<file path="src/rtl/cic_rate_ctrl.sv">
// Rate controller for a CIC decimator: loads a new decimation ratio, gates the
// sample/output strobes around the change and discards the settling outputs.
module cic_rate_ctrl #(
  parameter int RATE_DW    = 32,
  parameter int CIC_N      = 7,
  parameter int RATE_MIN   = 2,
  parameter int RATE_MAX   = 10,
  parameter int RATE_DEF   = 10,
  parameter int SETTLE_OUT = CIC_N
) (
  input  logic               clk,
  input  logic               reset_n,
  input  logic [RATE_DW-1:0] s_axis_cfg_tdata,
  input  logic               s_axis_cfg_tvalid,
  output logic               s_axis_cfg_tready,
  input  logic               s_in_tvalid,
  output logic               m_cic_in_tvalid,
  output logic [RATE_DW-1:0] m_rate_tdata,
  output logic               m_rate_tvalid,
  input  logic               s_cic_out_tvalid,
  output logic               m_out_tvalid,
  output logic [RATE_DW-1:0] rate_cur,
  output logic               busy,
  output logic               cfg_err,
  output logic [15:0]        drop_cnt
);

  localparam logic [1:0] ST_INIT   = 2'd0;
  localparam logic [1:0] ST_APPLY  = 2'd1;
  localparam logic [1:0] ST_SETTLE = 2'd2;
  localparam logic [1:0] ST_RUN    = 2'd3;

  localparam int CNT_W = (SETTLE_OUT > 1) ? $clog2(SETTLE_OUT) : 1;
  localparam logic [CNT_W-1:0]   SETTLE_LAST = (SETTLE_OUT > 0) ? CNT_W'(SETTLE_OUT - 1) : {CNT_W{1'b0}};
  localparam logic [RATE_DW-1:0] RATE_MIN_W  = RATE_DW'(RATE_MIN);
  localparam logic [RATE_DW-1:0] RATE_MAX_W  = RATE_DW'(RATE_MAX);
  localparam logic [RATE_DW-1:0] RATE_DEF_W  = RATE_DW'(RATE_DEF);

  if (RATE_MIN < 1 || RATE_MIN > RATE_MAX || RATE_DEF < RATE_MIN || RATE_DEF > RATE_MAX) begin : g_bad_params
    $error("cic_rate_ctrl: illegal RATE_MIN/RATE_MAX/RATE_DEF combination");
  end

  logic [1:0]         state_r, state_nxt_s;
  logic [RATE_DW-1:0] pend_r, pend_nxt_s;
  logic [RATE_DW-1:0] rate_cur_r, rate_cur_nxt_s;
  logic [CNT_W-1:0]   settle_cnt_r, settle_cnt_nxt_s;
  logic               cfg_err_r, cfg_err_nxt_s;
  logic [15:0]        drop_cnt_r, drop_cnt_nxt_s;
  logic               cfg_hs_s;
  logic               cfg_legal_s;

  assign cfg_hs_s    = s_axis_cfg_tvalid & (state_r == ST_RUN);
  assign cfg_legal_s = (s_axis_cfg_tdata >= RATE_MIN_W) && (s_axis_cfg_tdata <= RATE_MAX_W);

  // Next-state and datapath update for the rate-change sequence
  always_comb begin
    state_nxt_s      = state_r;
    pend_nxt_s       = pend_r;
    rate_cur_nxt_s   = rate_cur_r;
    settle_cnt_nxt_s = settle_cnt_r;
    cfg_err_nxt_s    = 1'b0;
    drop_cnt_nxt_s   = drop_cnt_r;
    case (state_r)
      ST_INIT: begin
        state_nxt_s = ST_APPLY;
        pend_nxt_s  = RATE_DEF_W;
      end
      ST_APPLY: begin
        rate_cur_nxt_s   = pend_r;
        settle_cnt_nxt_s = {CNT_W{1'b0}};
        if (SETTLE_OUT == 0) begin
          state_nxt_s = ST_RUN;
        end else begin
          state_nxt_s = ST_SETTLE;
        end
        // Input strobes are blocked while the decimator reloads its ratio
        if (s_in_tvalid && (drop_cnt_r != 16'hFFFF)) begin
          drop_cnt_nxt_s = drop_cnt_r + 16'd1;
        end else begin
          drop_cnt_nxt_s = drop_cnt_r;
        end
      end
      ST_SETTLE: begin
        if (s_cic_out_tvalid) begin
          if (settle_cnt_r == SETTLE_LAST) begin
            state_nxt_s = ST_RUN;
          end else begin
            settle_cnt_nxt_s = settle_cnt_r + CNT_W'(1);
          end
        end else begin
          settle_cnt_nxt_s = settle_cnt_r;
        end
      end
      ST_RUN: begin
        if (cfg_hs_s) begin
          if (cfg_legal_s) begin
            pend_nxt_s  = s_axis_cfg_tdata;
            state_nxt_s = ST_APPLY;
          end else begin
            cfg_err_nxt_s = 1'b1;
          end
        end else begin
          state_nxt_s = ST_RUN;
        end
      end
      default: begin
        state_nxt_s = ST_INIT;
      end
    endcase
  end

  // State and control registers
  always_ff @(posedge clk or negedge reset_n) begin
    if (!reset_n) begin
      state_r      <= ST_INIT;
      pend_r       <= RATE_DEF_W;
      rate_cur_r   <= RATE_DEF_W;
      settle_cnt_r <= {CNT_W{1'b0}};
      cfg_err_r    <= 1'b0;
      drop_cnt_r   <= 16'h0000;
    end else begin
      state_r      <= state_nxt_s;
      pend_r       <= pend_nxt_s;
      rate_cur_r   <= rate_cur_nxt_s;
      settle_cnt_r <= settle_cnt_nxt_s;
      cfg_err_r    <= cfg_err_nxt_s;
      drop_cnt_r   <= drop_cnt_nxt_s;
    end
  end

  // Strobe gating is combinational so pass-through in RUN has zero latency
  assign s_axis_cfg_tready = (state_r == ST_RUN);
  assign busy              = (state_r != ST_RUN);
  assign m_cic_in_tvalid   = s_in_tvalid & ((state_r == ST_SETTLE) || (state_r == ST_RUN));
  assign m_out_tvalid      = s_cic_out_tvalid & (state_r == ST_RUN);
  assign m_rate_tvalid     = (state_r == ST_APPLY);
  assign m_rate_tdata      = (state_r == ST_APPLY) ? pend_r : rate_cur_r;
  assign rate_cur          = rate_cur_r;
  assign cfg_err           = cfg_err_r;
  assign drop_cnt          = drop_cnt_r;

endmodule

</file>
<file path="config.mk">
export PLATFORM = sky130hd
export DESIGN_NAME = cic_rate_ctrl
export DESIGN_NICKNAME = d
export VERILOG_FILES = /design/src/rtl/cic_rate_ctrl.sv
export SDC_FILE = /design/constraint.sdc
export NUM_CORES = 1
export LEC_CHECK = 0
export ABC_CLOCK_PERIOD_IN_PS = 3000
export CELL_PAD_IN_SITES_DETAIL_PLACEMENT = 1
export CELL_PAD_IN_SITES_GLOBAL_PLACEMENT = 2
export CORE_MARGIN = 1
export CORE_UTILIZATION = 31
export DETAILED_ROUTE_END_ITERATION = 8
export PLACE_DENSITY_LB_ADDON = 0.12
export RECOVER_POWER = 25
export SYNTH_ARGS = -nofsm -noshare
export SYNTH_HDL_FRONTEND = slang
export SYNTH_SLANG_ARGS = --single-unit
</file>
<file path="constraint.sdc">
create_clock -name clk -period 3 [get_ports clk]
set_input_delay 0.6 -clock clk [delete_from_list [all_inputs] [get_ports clk]]
set_output_delay 0.6 -clock clk [all_outputs]
set_load 0.005 [all_outputs]
</file>
==> results.yml, run 1 <==
synth:
  synth-seq-cells: 86
  ys.flop_type: "dfrtp_1"
  yosysTopAreaCell: "dfrtp_1"
  synth_common_cells: "82 x dfrtp_1, 33 x mux2_2, 18 x a21boi_1, 16 x nand2_1, 11 x nand3_1"
  yosysWarnings: 0
  synth_enable_flop_cells: 0
  syn_nets: 342
  syn_avg_cell_area_um2: 12.57
  synth_cell_type_count: 46
  yosysTopAreaCellShare_pct: 54.76
  syn_inst: 298
  synth.most_common_cell: "dfrtp_1"
  async_reset_ff_share_pct: 100.0
  synth_seq_area_share_pct: 57.56
  synth_area_leaders: "dfrtp_1 55%, mux2_2 9.9%, a21boi_1 3.6%, dfstp_2 2.8%, ha_1 2.3%"
  netlist_area_um2: 3747
clocking:
  cts_setup_buffers: 0
  clk_pin_slew_ps: 70
  insertion_delay_ps: 340
  cts-htree-levels: 3
  clockBufferDepth: 2
  root_buffer: "clkbuf_16"
  cts_tree: "done"
  cts.sinks: 86
  hold_buffers: 0
  numCtsBuffers: 9
  cts_resized: 0
worst_setup_path:
  worstPathCellList: "inv_1, ha_2, clkbuf_16, mux2_2, clkdlybuf4s50_1"
  crit_slowest_cell: "clkdlybuf4s50_1"
  startpoint_type: "flop"
  timing.critical_path.to_type: "primary output"
  critical-path-max-stage-delay_ps: 440
  crit_fanout: 18
  crit_arrival_ps: 2260
  criticalPathCategory: "reg2out"
  cp_data_required_time_ps: 2400
global_route:
  grt_pass1_wl_um: 16170
  grt_pass1_vias: 3079
  grt_max_degree: 47
  grt_overflow: 0
  antenna_found_initial: 0
  grtUsageTotal_pct: 16.41
die:
  fp.coreArea_um2: 11610
  die_h_um: 111.9
  rows: 39
  floorplan.io_pins: 123
  die_width_um: 111.9
  start_util_pct: 32.27
  dieArea_um2: 12530
power:
  internal_power_w: 0.002353
  power_density_nw_per_um2: 593.8
  switchingPower_w: 0.0009251
  p_clk_share_pct: 40.6
  p_leak_nw: 2.540
  p_sw_share_pct: 28.22
  power_frac_seq_pct: 37.4
  combinationalPowerShare_pct: 22.1
  irDropWorstVdd_uv: 428.8
  total_power_w: 0.003279
route:
  wl_met2_um: 4692
  highest_layer: "met4"
  vias: 2832
  postRouteAntennaNets: 0
  via_per_inst: 4.960
  met1_length_um: 4446
  wl_met3_um: 412
  firstDrtPassIters: 6
  drt_wl_total_um: 9655
  route.detailed.drc: 1
  drt_iter0_drc: 93
  wire_per_inst_um: 16.91
run_status:
  violations: "DRC, capacitance limit, slew limit"
  status: "finished with violations"
timing:
  setup_ws_ps: 138.8
  hold_viol_final: 0
  slew_headroom_pct: -53.36
  rsz0062_at_grt: "no"
  whs_ps: 494.2
  setup_viol: 0
  tightest_slew_ps: 2300
  max_freq_ghz: 0.3495
  drv_slew: 41
  finClkSkew_ps: 5.631
  layout_min_cycle_time_ps: 2861
  finalSetupTns_ps: 0
  fin_crit_sh_pct: 95.37
worst_hold_path:
  hp-class: "reg2reg"
placement:
  dp_slack_ps: 369.0
  gp_congestion: 0.7286
  io_buffers: 122
  dpl.hpwl_um: 6498
layout:
  area_growth_pct: 47.35
  antennaDiodeCount: 0
  fill_cells: 1199
  final_nets: 467
  drive_gt1_share_pct: 16.59
flow_run:
  cap_violations: 1
==> cell usage in the layout (no fill, tap or decap), types with 2 or more instances in the layout <==
master | Yosys | layout
bufinv_16 | 0 | 3
buf_4 | 0 | 4
o31ai_1 | 2 | 2
inv_8 | 0 | 2
clkbuf_16 | 0 | 10
and4_1 | 3 | 3
a21boi_1 | 18 | 18
o221ai_1 | 2 | 2
buf_12 | 0 | 2
a21boi_0 | 8 | 8
nor4_2 | 3 | 3
and2_1 | 2 | 2
nor2_1 | 8 | 8
ha_1 | 7 | 6
clkdlybuf4s50_1 | 0 | 121
dfrtp_1 | 82 | 82
xor2_1 | 9 | 9
inv_1 | 10 | 10
a211oi_1 | 5 | 5
a41o_1 | 3 | 3
nand3_1 | 11 | 11
a41oi_1 | 3 | 3
mux2i_1 | 3 | 3
or3_1 | 2 | 2
nor3_1 | 5 | 5
and3_1 | 2 | 2
mux2_2 | 33 | 33
nand2b_1 | 2 | 2
dfstp_2 | 4 | 4
nand2_1 | 16 | 16
nand4_1 | 9 | 9
a21oi_1 | 5 | 5
xnor2_1 | 5 | 5
a21boi_2 | 2 | 2
nor4_1 | 5 | 5
==> flip-flops by register name, summed over array words and instances, names as in the netlist <==
signal,cells
pend_r,32
rate_cur,32
drop_cnt,16
settle_cnt_r,3
state_r,2
cfg_err,1
==> metrics by stage <==
stage               std cells  area, um^2  util [%]
floorplan                 298        3747         -
detailed placement        554        5146     44.31
global placement          554        5146     44.31
global route              571        5522     47.54
finish                    571        5522     47.54
CTS                       570        5500     47.36
==> cells by family (layout without fill, tap and decap cells) <==
logic type,after synthesis,count (layout),share of synthesized area [%]
flip-flops,86,86,57.56
AND/OR/NAND/NOR,74,74,11.22
AO/OA/AOI/OAI,56,56,11.99
multiplexers,36,36,10.72
buffers and inverters,25,155,2.905
XOR/XNOR,14,14,3.272
adder cells (fa/ha/maj),7,7,2.337
==> power groups by stage <==
stage | sequential [W] | clock, W | combinational, W
after floorplan | 0.00124 | 0 | 0.000433
after global placement | 0.00125 | 0 | 0.000695
after detailed placement | 0.00125 | 0 | 0.000706
after CTS | 0.00123 | 0.00137 | 0.000710
after global routing | 0.00123 | 0.00142 | 0.000806
final | 0.00123 | 0.00133 | 0.000723
==> routing by layer <==
layer  global-route usage [%]  up-vias
li1                         -     1334
met1                    20.57     1430
met2                    27.45       60
met3                    4.627        8
met4                    5.067        0
met5                        0        -
==> final cells by class <==
type                            count  area, um^2  area share (%)
Sequential cell                    86        2157           39.07
Multi-Input combinational cell    187        1484           26.88
Timing Repair Buffer              129        1310           23.73
Clock buffer                        9       225.2           4.079
Tap cell                          143       178.9           3.240
Clock inverter                      7       128.9           2.334
Inverter                           10       37.54          0.6798
==> critical path, delay by kind of cell, from the launching register on <==
family / cells / cell delay [ps]
buffers and inverters: 3 / 810
flip-flops: 1 / 430
multiplexers: 1 / 360
adder cells (fa/ha/maj): 1 / 310
==> final timing paths <==
path	endpoint	startpoint	cells after the start	slack, ps
setup / recovery	m_rate_tdata[7]	state_r[1]	5	140
hold / removal	drop_cnt[14]	drop_cnt[14]	1	490
setup reg to reg	drop_cnt[13]	state_r[1]	7	760
hold reg to reg	drop_cnt[14]	drop_cnt[14]	1	490
max in group asynchronous	pend_r[20]	reset_n	1	740
min in group asynchronous	cfg_err	reset_n	1	940
Note: power is estimated with default switching activity, not from simulation.
==> run 2, diff against run 1 <==
- ABC_CLOCK_PERIOD_IN_PS: 3000 -> unset
- MAX_ROUTING_LAYER: unset -> met4
==> results.yml, run 2 (same netlist as run 1, synthesis figures left out) <==
route:
  firstDrtPassIters: 6
  wire_per_inst_um: 16.89
  route.detailed.drc: 1
  via_per_inst: 4.954
  drt_wl_total_um: 9644
  drt_iter0_drc: 89
  postRouteAntennaNets: 0
  vias: 2829
placement:
  dpl.hpwl_um: 6498
  io_buffers: 122
  placement.cell_area_um2: 5146
  gp_congestion: 0.7374
clocking:
  hold_buffers: 0
  numCtsBuffers: 9
  clockBufferDepth: 2
  root_buffer: "clkbuf_16"
  cts_tree: "done"
  cts_resized: 0
  cts.sinks: 86
  cts_setup_buffers: 0
  clk_pin_slew_ps: 70
  cts-htree-levels: 3
  insertion_delay_ps: 340
layout:
  layout_common_cells: "121 x clkdlybuf4s50_1, 82 x dfrtp_1, 33 x mux2_2, 18 x a21boi_1, 16 x nand2_1"
  drive_gt1_share_pct: 16.59
  antennaDiodeCount: 0
  finish.utilization_pct: 47.54
  fill_cells: 1199
  mostFrequentLayoutCell: "clkdlybuf4s50_1"
  final_nets: 467
  multi_input_area_um2: 1484
  area_growth_pct: 47.35
  regArea_um2: 2157
  fin_area_um2: 5522
die:
  start_util_pct: 32.27
  fp.coreArea_um2: 11610
  die_h_um: 111.9
  rows: 39
  die_width_um: 111.9
  floorplan.io_pins: 123
  dieArea_um2: 12530
power:
  p_sw_share_pct: 28.19
  irDropWorstVdd_uv: 429.8
  power_density_nw_per_um2: 593.6
  p_leak_nw: 2.540
  switchingPower_w: 0.0009240
  combinationalPowerShare_pct: 22.1
  power_frac_seq_pct: 37.4
  internal_power_w: 0.002353
  p_clk_share_pct: 40.5
worst_setup_path:
  cp-endpoint: "m_rate_tdata[7]"
  crit_fanout: 18
  reg2reg_to: "drop_cnt[13]"
  reg2reg_setup_slack_ps: 760
  cp_data_required_time_ps: 2400
  startpoint: "state_r[1]"
  startpoint_type: "flop"
  r2r_cells: 7
  r2r_start: "state_r[1]"
  crit_arrival_ps: 2260
  timing.critical_path.to_type: "primary output"
  criticalPathCategory: "reg2out"
run_status:
  violations: "DRC, capacitance limit, slew limit"
  status: "finished with violations"
global_route:
  antenna_found_initial: 0
  grt_pass1_vias: 3085
  grtUsageTotal_pct: 16.88
  grt_overflow: 0
  grt_max_degree: 47
  grt_pass1_wl_um: 16150
timing:
  layout_min_cycle_time_ps: 2860
  rsz0062_at_grt: "no"
  tightest_slew_ps: 2297
  hold_viol_final: 0
  fin_crit_sh_pct: 95.33
  setup_viol: 0
  drv_slew: 41
  finalSetupTns_ps: 0
  slew_headroom_pct: -53.15
  finClkSkew_ps: 4.797
  whs_ps: 494.2
  max_freq_ghz: 0.3497
flow_run:
  cap_violations: 1
worst_hold_path:
  hp-class: "reg2reg"
-- run 2: routing by layer --
layer  GRT usage, %  wire length [um]
met1          20.89              4516
met2          27.45              4684
met3          3.974               342
met4          5.067               101
met5              -                 0
-- run 2: final cells by class --
type                            instances  area share, %
Clock buffer                            9          4.079
Clock inverter                          7          2.334
Inverter                               10         0.6798
Multi-Input combinational cell        187          26.88
Sequential cell                        86          39.07
Tap cell                              143          3.240
Timing Repair Buffer                  129          23.73
-- run 2: power by group through the flow --
| stage | Clock [W] | Combinational [W] | Sequential (W) |
|---|---|---|---|
| 6_report | 0.00133 | 0.000724 | 0.00122 |
| 5_1_grt | 0.00142 | 0.000806 | 0.00123 |
| 4_1_cts | 0.00137 | 0.000710 | 0.00123 |
| 3_5_place_dp | 0 | 0.000706 | 0.00125 |
| 3_3_place_gp | 0 | 0.000695 | 0.00125 |
| 2_1_floorplan | 0 | 0.000433 | 0.00124 |
-- run 2: worst max-delay path, cell delays in order, from the launching register on --
cell and delay, ps:
dfrtp_1 430, inv_1 130, ha_2 310, clkbuf_16 240
mux2_2 360, clkdlybuf4s50_1 440
-- run 2: how the worst min path moves through the flow --
stage	startpoint	end	slack, ps	cells after the start
finish	drop_cnt[14]	drop_cnt[14]	490	1
global route	drop_cnt[14]	drop_cnt[14]	530	1
CTS	reset_n	cfg_err	260	1
detailed placement	drop_cnt[14]	drop_cnt[14]	490	1
global placement	drop_cnt[14]	drop_cnt[14]	480	1
floorplan	reset_n	cfg_err	300	0
-- run 2: per-stage QoR --
stage          total power (W)  worst slack [ps]  std cells
6_report              0.003277             140.2        571
5_1_grt               0.003453             24.96        571
4_1_cts               0.003306             79.33        570
3_5_place_dp          0.001952             369.0        554
3_3_place_gp          0.001941             421.8        554
2_1_floorplan         0.001670             678.7        298
